**config.mk**
```make
export PLATFORM = sky130hd
export DESIGN_NAME = prbs_pattern_gen
export DESIGN_NICKNAME = d
export VERILOG_FILES = /design/src/rtl/prbs_pkg.sv /design/src/rtl/prbs_lfsr.sv /design/src/rtl/prbs_pattern_gen.sv
export SDC_FILE = /design/constraint.sdc
export NUM_CORES = 1
export LEC_CHECK = 0
export BUFFER_PORTS_ARGS = -buffer_cell sky130_fd_sc_hd__buf_2
export CAP_MARGIN = 20
export CORE_MARGIN = 3
export CORE_UTILIZATION = 45
export CTS_BUF_LIST = sky130_fd_sc_hd__clkbuf_4 sky130_fd_sc_hd__clkbuf_8
export CTS_CLUSTER_SIZE = 16
export DETAILED_ROUTE_END_ITERATION = 8
export PLACE_DENSITY_LB_ADDON = 0.3
export SYNTH_ARGS = -nofsm -noshare
export SYNTH_HDL_FRONTEND = slang
export SYNTH_SLANG_ARGS = --single-unit
```
**constraint.sdc**
```tcl
create_clock -name clk -period 3.2 [get_ports clk]
set_input_delay 0.64 -clock clk [delete_from_list [all_inputs] [get_ports clk]]
set_output_delay 0.64 -clock clk [all_outputs]
set_load 0.05 [all_outputs]
```
**src/rtl/prbs_pkg.sv**
```systemverilog
// prbs_pkg: shared mode/state encodings and LFSR tap positions for the PRBS pattern generator.
package prbs_pkg;

    typedef enum logic [1:0] {PRBS7, PRBS15, PRBS23, PRBS31} prbs_mode_e;

    typedef enum logic [1:0] {IDLE, HEADER, PRBS} state_e;

    localparam int LFSR_W = 31;

    // Tap bit indices (tap - 1); tap_a + 1 is also the register length L for the mode.
    function automatic logic [4:0] tap_a(prbs_mode_e m);
        return m == PRBS7 ? 5'd6 : m == PRBS15 ? 5'd14 : m == PRBS23 ? 5'd22 : 5'd30;
    endfunction

    function automatic logic [4:0] tap_b(prbs_mode_e m);
        return m == PRBS7 ? 5'd5 : m == PRBS15 ? 5'd13 : m == PRBS23 ? 5'd17 : 5'd27;
    endfunction

endpackage

```
**src/rtl/prbs_lfsr.sv**
```systemverilog
// prbs_lfsr: Fibonacci LFSR producing OUT_W consecutive generated bits per beat, first bit in the MSB.
module prbs_lfsr
    import prbs_pkg::*;
#(
    parameter int OUT_W = 8
) (
    input  logic             clk,
    input  logic             rst_n,
    input  prbs_mode_e       mode,
    input  logic             load,
    input  logic             advance,
    output logic [OUT_W-1:0] data
);

    logic [LFSR_W-1:0] s, s_nxt;
    logic [4:0]        ta, tb;

    // Shifting the full 31-bit register is harmless for shorter modes: taps never reach above L-1.
    always_comb begin
        ta    = tap_a(mode);
        tb    = tap_b(mode);
        s_nxt = s;
        data  = '0;
        for (int i = 0; i < OUT_W; i++) begin
            data  = {data[OUT_W-2:0], s_nxt[ta] ^ s_nxt[tb]};
            s_nxt = {s_nxt[LFSR_W-2:0], data[0]};
        end
    end

    always_ff @(posedge clk or negedge rst_n) begin
        if (!rst_n)
            s <= '1;
        else if (load)
            s <= '1;
        else if (advance)
            s <= s_nxt;
    end

endmodule

```
**src/rtl/prbs_pattern_gen.sv**
```systemverilog
// prbs_pattern_gen: emits n_repeats copies of a header pattern followed by prbs_len PRBS beats,
// with valid/ready handshake, frame-end marker and abort.
module prbs_pattern_gen
    import prbs_pkg::*;
#(
    parameter int OUT_W = 8,
    parameter int PAT_W = 32,
    parameter int CNT_W = 16
) (
    input  logic             clk,
    input  logic             rst_n,
    input  logic             start,
    input  logic             abort,
    input  logic [1:0]       mode,
    input  logic [PAT_W-1:0] pattern_in,
    input  logic [7:0]       n_repeats,
    input  logic [CNT_W-1:0] prbs_len,
    output logic [OUT_W-1:0] out_data,
    output logic             out_valid,
    input  logic             out_ready,
    output logic             out_last,
    output logic             busy
);

    localparam int NB = PAT_W / OUT_W;
    localparam int SW = NB > 1 ? $clog2(NB) : 1;

    state_e           state, state_n;
    prbs_mode_e       mode_q;
    logic [PAT_W-1:0] hdr_sh;
    logic [7:0]       rep_left;
    logic [SW-1:0]    slice;
    logic [CNT_W-1:0] prbs_left;
    logic [OUT_W-1:0] lfsr_data;
    logic             xfer, slice_end, hdr_end, accept, load;

    assign xfer      = out_valid && out_ready;
    assign slice_end = slice == SW'(NB - 1);
    assign hdr_end   = slice_end && rep_left == 8'd1;
    assign accept    = state == IDLE && start && (n_repeats != 8'd0 || prbs_len != '0);

    always_comb begin
        state_n = state;
        load    = 1'b0;
        if (abort)
            state_n = IDLE;
        else
            case (state)
                IDLE:
                    if (accept) begin
                        state_n = n_repeats != 8'd0 ? HEADER : PRBS;
                        load    = n_repeats == 8'd0;
                    end
                HEADER:
                    if (xfer && hdr_end) begin
                        state_n = prbs_left != '0 ? PRBS : IDLE;
                        load    = prbs_left != '0;
                    end
                PRBS:
                    if (xfer && prbs_left == CNT_W'(1))
                        state_n = IDLE;
                default:
                    state_n = IDLE;
            endcase
    end

    // Header is rotated one slice per transfer so the current slice always sits in the MSBs.
    always_ff @(posedge clk or negedge rst_n) begin
        if (!rst_n) begin
            state     <= IDLE;
            mode_q    <= PRBS7;
            hdr_sh    <= '0;
            rep_left  <= '0;
            slice     <= '0;
            prbs_left <= '0;
        end else begin
            state <= state_n;
            if (!abort) begin
                if (accept) begin
                    mode_q    <= prbs_mode_e'(mode);
                    hdr_sh    <= pattern_in;
                    rep_left  <= n_repeats;
                    slice     <= '0;
                    prbs_left <= prbs_len;
                end else if (xfer && state == HEADER) begin
                    hdr_sh   <= (hdr_sh << OUT_W) | (hdr_sh >> (PAT_W - OUT_W));
                    slice    <= slice_end ? '0 : slice + 1'b1;
                    rep_left <= slice_end ? rep_left - 8'd1 : rep_left;
                end else if (xfer && state == PRBS) begin
                    prbs_left <= prbs_left - CNT_W'(1);
                end
            end
        end
    end

    prbs_lfsr #(.OUT_W(OUT_W)) u_lfsr (
        .clk    (clk),
        .rst_n  (rst_n),
        .mode   (mode_q),
        .load   (load),
        .advance(xfer && state == PRBS && !abort),
        .data   (lfsr_data)
    );

    assign out_valid = state != IDLE;
    assign busy      = state != IDLE;
    assign out_data  = state == HEADER ? hdr_sh[PAT_W-1 -: OUT_W] : state == PRBS ? lfsr_data : '0;
    assign out_last  = (state == HEADER && hdr_end && prbs_left == '0) ||
                       (state == PRBS && prbs_left == CNT_W'(1));

endmodule

```
Word-level counts from Yosys, hierarchy flattened
Cells that the tools add are included.
{ "totals": {"ff_bits": 93, "input_bits": 63, "out_inout_bits": 11, "elab_cells": 129} }
{ "classes": {"bitwise": 10, "order_cmp": 2, "addsub": 3, "eq_ne": 11, "n_mux": 64, "n_reduce_logical": 32} }
{ "op_table": {"columns": ["cell", "n"], "rows": [
  ["$bmux W1 S5", 16],
  ["$mux W32", 2],
  ["$mux W31", 2],
  ["$mux W16", 3],
  ["$mux W8", 5],
  ["$or A32 B8 Y32", 1],
  ["$reduce_bool A16 Y1", 2],
  ["$mux W5", 4],
  ["$mux W1", 19],
  ["$mux W2", 9],
  ["$eq A16 B1 Y1 const B", 1],
  ["$logic_not A16 Y1", 1],
  ["$sub A16 B1 Y16 const B", 1],
  ["$logic_and A1 B1 Y1", 12],
  ["$lt A5 B6 Y1 const B", 2],
  ["$reduce_bool A2 Y1", 5],
  ["$ne A3 B3 Y1 const B", 3],
  ["$reduce_and A3 Y1", 3],
  ["$eq A8 B1 Y1 const B", 1],
  ["$logic_not A8 Y1", 1],
  ["$mux W4", 2],
  ["$reduce_bool A8 Y1", 1],
  ["$sub A8 B1 Y8 const B", 1],
  ["$xor A1 B1 Y1", 8],
  ["other kinds (11)", 17]
]} }

Logic depth before layout (Yosys ltp)
{ "logic_depth": {"depth_word": 30, "mapped_depth": 10, "mapped_depth_nobuf": 8} }

By module
From an unflattened synthesis, not the netlist that was laid out.
{ "unflattened": {"hier_cells": 482, "area_unflattened_um2": 5601.6} }
{ "modules_own_cells": {"columns": ["module", "n_inst", "seq_area_each_um2", "cells_each", "area_each_um2"], "rows": [
  ["prbs_pattern_gen", 1, 1551.5, 346, 3748.6],
  ["prbs_lfsr", 1, 814.5, 136, 1853.0]
]} }

Worst setup path after synthesis
Ideal clock, no wire load.
{ "synth_path": {"path_type": "flip-flop to output port", "start": "register prbs_left[10]", "end": "output out_last", "t_arrival_ns": 2.419, "path_stages_with_launch": 4, "n_path_buf": 0, "t_required_ns": 2.560, "path_slack_ns": 0.141, "cell_sequence": "dfrtp_1 > or4_1 > nor4_2 > a21boi_0"} }
{ "synth_via": {"elab_chain_len": 3, "elab_cells_between_ends": 5, "cone_classes": "eq/ne: 1; reduce/logical: 4"} }
{ "synth_rtl": {"columns": ["item", "line", "source"], "rows": [
  ["from (decl)", "prbs_pattern_gen.sv:33", "logic [CNT_W-1:0] prbs_left;"],
  ["from (signal assigned)", "prbs_pattern_gen.sv:84", "prbs_left <= prbs_len;"],
  ["from (signal assigned)", "prbs_pattern_gen.sv:90", "prbs_left <= prbs_left - CNT_W'(1);"],
  ["$eq A16 B1 Y1 / $logic_not A16 Y1 (equally long branches)", "prbs_pattern_gen.sv:109, prbs_pattern_gen.sv:108", null],
  ["$logic_and A1 B1 Y1 (on tied branches)", "prbs_pattern_gen.sv:109, prbs_pattern_gen.sv:108", null],
  ["$logic_or A1 B1 Y1 (*)", "prbs_pattern_gen.sv:108", "assign out_last = (state == HEADER && hdr_end && prbs_left == '0) ||"],
  ["to (decl)", "prbs_pattern_gen.sv:21", "output logic out_last,"]
]} }
Mark *: on every way between the ends. The rest lies on a longest branch, timed or not.

Worst setup path after layout
{ "layout_path": {"start": "register mode_q[0]", "end": "output out_data[1]"} }
{ "layout_via": {"elab_chain_len": 27, "elab_cells_between_ends": 46, "cone_classes": "eq/ne: 2; mux: 36; bitwise: 7; reduce/logical: 1"} }
{ "layout_rtl": {"columns": ["item", "line", "source"], "rows": [
  ["from (decl)", "prbs_pattern_gen.sv:29", "prbs_mode_e mode_q;"],
  ["from (signal assigned)", "prbs_pattern_gen.sv:80", "mode_q <= prbs_mode_e'(mode);"],
  ["$eq A2 B2 Y1", "prbs_pkg.sv:12, prbs_pkg.sv:16", null],
  ["$mux W4 (on tied branches)", "prbs_pkg.sv:12, prbs_pkg.sv:16", null],
  ["$mux W5 (on tied branches) (2 in a row)", "prbs_pkg.sv:12, prbs_pkg.sv:16", null],
  ["$bmux W1 S5", "prbs_lfsr.sv:25", "data = {data[OUT_W-2:0], s_nxt[ta] ^ s_nxt[tb]};"],
  ["$mux W1 (implied by the code)", "prbs_lfsr.sv:25", null],
  ["$xor A1 B1 Y1", "prbs_lfsr.sv:25", null],
  ["$bmux W1 S5", "prbs_lfsr.sv:25", null],
  ["$mux W1 (implied by the code)", "prbs_lfsr.sv:25", null],
  ["(+9 left out)", null, null],
  ["$xor A1 B1 Y1", "prbs_lfsr.sv:25", null],
  ["$bmux W1 S5", "prbs_lfsr.sv:25", null],
  ["$mux W1 (implied by the code)", "prbs_lfsr.sv:25", null],
  ["$xor A1 B1 Y1", "prbs_lfsr.sv:25", null],
  ["$bmux W1 S5", "prbs_lfsr.sv:25", null],
  ["$mux W1 (implied by the code)", "prbs_lfsr.sv:25", null],
  ["$xor A1 B1 Y1 (*)", "prbs_lfsr.sv:25", null],
  ["$mux W8 (*) (2 in a row)", "prbs_pattern_gen.sv:107", "assign out_data = state == HEADER ? hdr_sh[PAT_W-1 -: OUT_W] : state == PRBS ? lfsr_data : '0;"],
  ["to (decl)", "prbs_pattern_gen.sv:18", "output logic [OUT_W-1:0] out_data,"]
]} }
Mark *: on every way between the ends. The rest lies on a longest branch, timed or not. The select of a mux whose other input is x is not followed.

==> results.md <==
- The count of clock tree sinks is 93.
- The post-detailed-placement cell area is 5717 um^2.
- The root buffer cell is clkbuf_8.
- The transition time of the tightest slew-check pin is 0.7678 ns.
- The number of instances in the synthesized netlist is 596.
- The proportion of netlist area held by the largest area contributor is 0.2961.
- The simple-gate share of the synthesized area is 0.2407.
- The number of max-slew violations in the final report is 0.
- For this block, the via count after detailed routing is roughly 4,600.
- The total I/O pin count is 74.
- The number of flops mapped to enable cells by yosys is 0.
- Counting cells, the worst reg-to-reg path comes to 6.
- The critical path goes through mux4_2 -> xor2_2 -> mux4_2 -> xor2_2 -> a22o_1 -> buf_6.
- Sorting the synthesized cells by area gives the leading types as dfrtp_1 30%, dfstp_2 16%, nand2_1 10%.
- Synthesis produced a netlist with a net count of 664.
- The number of buffers inserted during clock tree synthesis is 9.
- The worst setup path is captured at a primary output.
- The biggest area contributor in the post-synthesis netlist is dfrtp_1.
- The die is 113.9 um wide.
- The DRC marker count from the first detailed-route iteration is 435.
- The number of register bits inferred by synthesis is 93.
- The number of antenna diodes in the final layout is 0.
- The post-synthesis share of cell area spent on full adders, half adders and majority gates is 0.01194.
- The number of hold-slack violations in the final timing report is 0.
- The standard cell core area is 11,130 um^2.
- The number of max-capacitance violations reported is 0.
- Of the total synthesized cell area, the portion taken by XOR and XNOR cells is 0.01504.
- The final wirelength is 13.07 mm.
- The final standard cell area without fillers is about 6000 um^2.
- Setup repair after global routing could not meet its margin everywhere.
- The most common flop cell mapped by yosys is dfrtp_1.
- The worst clock skew is 0.01661 ns.
- STA classifies the critical path startpoint as a register.
- STA puts the critical path data arrival time at 2.55 ns.
- The final critical path time including I/O delays and setup is 3.189 ns.
- After detailed routing, the wire length on met1 is 5.838 mm.
- The setup path with the least slack is of type register to primary output.
- The share of layout cells above drive strength 1 is 0.2568.
- The power per standard cell area is 522.2 nW/um^2.
- The setup violation total in the final timing report is 0.
- The via density per instance is about 5.8.
- The worst path required time is 2.56 ns.
- The worst min-delay path category is input pin to asynchronous set/reset pin.
- The fraction of registers with async set or reset after synthesis is 1.000.
- The launch point of the worst reg-to-reg path is state[0]$_DFFE_PN0P_.
- In this run the top signal layer used is met4.
- Summed over all cells, the static leakage comes to 2.616 nW.
- Among all stages on the critical path, the largest delay is contributed by mux4_2.
- The count of nets left with antenna violations once routing finished came out at 0.
- The clock tree from TritonCTS is yes.
- After global routing the overflow that remains totals 0.
- Measured along the y axis, the die boundary spans 113.9 um.
- The detailed placer's ending HPWL is 9.257 mm.
- The worst-case IR drop observed on VDD is 0.3201 mV.
- The compound-cell area share of the yosys netlist was 0.1595.
- The routed length on met3 is 650 um.
- The main combinational cell family by area after synthesis is simple AND/OR/NAND/NOR gates.
- The number of antenna violations at the first check in global routing is 0.
- The detailed-route wire length per cell is around 16 um.
- The number of detailed-routing iterations run before antenna repair is 5.
- Across every metal layer, demand over resource in global routing totals 0.2096.
- The layout overhead on the synthesized area is 14.42%.
- The clock reaches the later pin of the worst-skew pair after between 0.3 and 0.4 ns.
- The first global-routing pass estimated 21.93 mm of wire.
- The initial standard-cell utilization of the core is 0.4710.
- The count of distinct cell types in the synthesized netlist is 54.
- The H-tree depth is 3.
- Summing every instance area after synthesis gives about 5200 um^2.
- The final weighted congestion in routability-driven placement is between 0.8 and 0.9.
- The count of port buffers added during placement is 73.
- The floorplan has 38 rows.
- The number of nets in the final layout is 725.
- The setup slack of the most critical reg-to-reg path is about 0.85 ns.
- After detailed routing, the met2 layer carries roughly 6.3 mm of wire.
- The portion of netlist area occupied by mux cells is 0.07068.
- The per-instance average area after synthesis is 8.792 um^2.
- The capturing point of the worst reg2reg path is prbs_left[15]$_DFFE_PN0P_.
- After clock tree synthesis, the clock-pin slew on the worst setup and hold paths is roughly 0.10 ns.
- The number of warnings printed during yosys synthesis is 0.
- The share of the Yosys chip area taken by registers is 0.4515.
- The run finished with clean final reports.
- Measured on the finished design, the core utilization comes to 0.5389.
- The longest clock path from root to sink contains 2 buffers.
- The post-route DRC violation count is 0.
- Of the available clock period, the critical path in the final layout requires 0.9966.
- Entering global routing, the biggest net connects 51 pins.
- Timing would allow up to 313.6 MHz.
- The via count of the first global-routing pass was 4,479.
- The headroom to the max-slew limit is 0.4881.
- The largest fanout on the critical path is 3.
- The die covers 12,980 um^2.
- The source of the critical timing path is mode_q[0]$_DFFE_PN0P_.
- The stage delay of the slowest cell on the critical path is 0.54 ns.
## flip-flops by register name, summed over array words and instances, names as in the netlist
signal,count
mode_q,2
rep_left,8
prbs_left,16
u_lfsr.s,31
hdr_sh,32
slice,2
state,2
## layout by cell type, fill, tap and decap left out, types with 5 or more instances in the layout
cell / instances
dfstp_2: 31
xor2_1: 5
o2bb2ai_1: 5
a22oi_1: 7
a21oi_1: 33
nand2_1: 140
buf_4: 17
nand3_1: 40
nor2_1: 54
mux4_2: 14
inv_1: 12
ha_1: 5
buf_2: 71
nor3_1: 8
or4_1: 7
a31oi_1: 35
o21ai_0: 21
clkbuf_8: 9
dfrtp_1: 61
a22o_1: 7
## synth_stat cells (all sizes together) (2+ instances only)
master   count
nand2      140
dfrtp       62
nor2        54
nand3       40
a31oi       36
a21oi       34
dfstp       31
o21ai       24
buf         23
clkbuf      20
mux4        14
inv         12
nor3         8
xor2         8
a22o         7
a22oi        7
or4          7
nor4         6
ha           5
o2bb2ai      5
and2         4
mux2         4
nor2b        4
o22a         4
or2          4
or3          4
nand2b       3
nand4b       3
o21a         3
o22ai        3
and3         2
nand4        2
o31ai        2
## cells by family after synthesis
family | after synthesis
AOI/OAI and AO/OA | 132
xor gates and xnor gates | 9
adders and majority gates | 5
buffers and inverters | 55
DFF | 93
muxes | 19
and+or+nand+nor | 283
## where the power goes
part	leakage, nW	internal (mW)	switching (mW)	total [mW]
Combinational	1.51	0.348	0.439	0.787
Clock	0.0842	0.291	0.457	0.748
Sequential	1.02	1.40	0.194	1.60
## cell type report
cell class	count	area (um^2)
Clock inverter	7	56.30
Clock buffer	9	123.9
Multi-Input combinational cell	448	2659
Fill cell	1020	5130
Sequential cell	93	2367
Tap cell	140	175.2
Timing Repair Buffer	93	569.3
Inverter	12	45.04
## routing by layer
metal,global-route usage,vias up
met5,0,-
met4,0.08789,0
met3,0.03395,23
met2,0.3365,132
met1,0.2836,2261
li1,-,2226
## how the worst max path moves through the flow
| stage | end | slack [ns] | cells past startpoint |
|---|---|---|---|
| floorplan | out_last | 0.14 | 3 |
| global placement | out_data[0] | 0.34 | 7 |
| detailed placement | out_data[0] | 0.26 | 7 |
| CTS | out_data[1] | 0.009 | 6 |
| global route | out_data[1] | -0.06 | 6 |
| finish | out_data[1] | 0.01 | 6 |
## repair_timing
action	in CTS	in global routing
pin swaps	0	2
resized for setup	6	6
buffers inserted	1	4
setup endpoints to repair	3	2
hold buffers	0	0
## critical path, delay by kind of cell (launching register included)
| family | cells | cell delay [ns] |
|---|---|---|
| flip-flops | 1 | 0.42 |
| multiplexers | 2 | 1.02 |
| buffers and inverters | 1 | 0.15 |
| AO/OA/AOI/OAI | 1 | 0.20 |
| XOR/XNOR | 2 | 0.36 |
## metrics by stage
stage	setup TNS (ns)	total power, mW	hold WS (ns)	std cells	setup slack [ns]
after CTS	0	3.129	0.2463	798	0.009107
after floorplan	0	2.123	0.3444	596	0.1410
after global routing	-0.08687	3.337	0.2771	802	-0.06100
after detailed placement	0	2.360	0.4750	781	0.2640
after global placement	0	2.323	0.4744	781	0.3406
final	0	3.131	0.2412	802	0.01093
No activity file was read; power rests on OpenSTA's default activity.
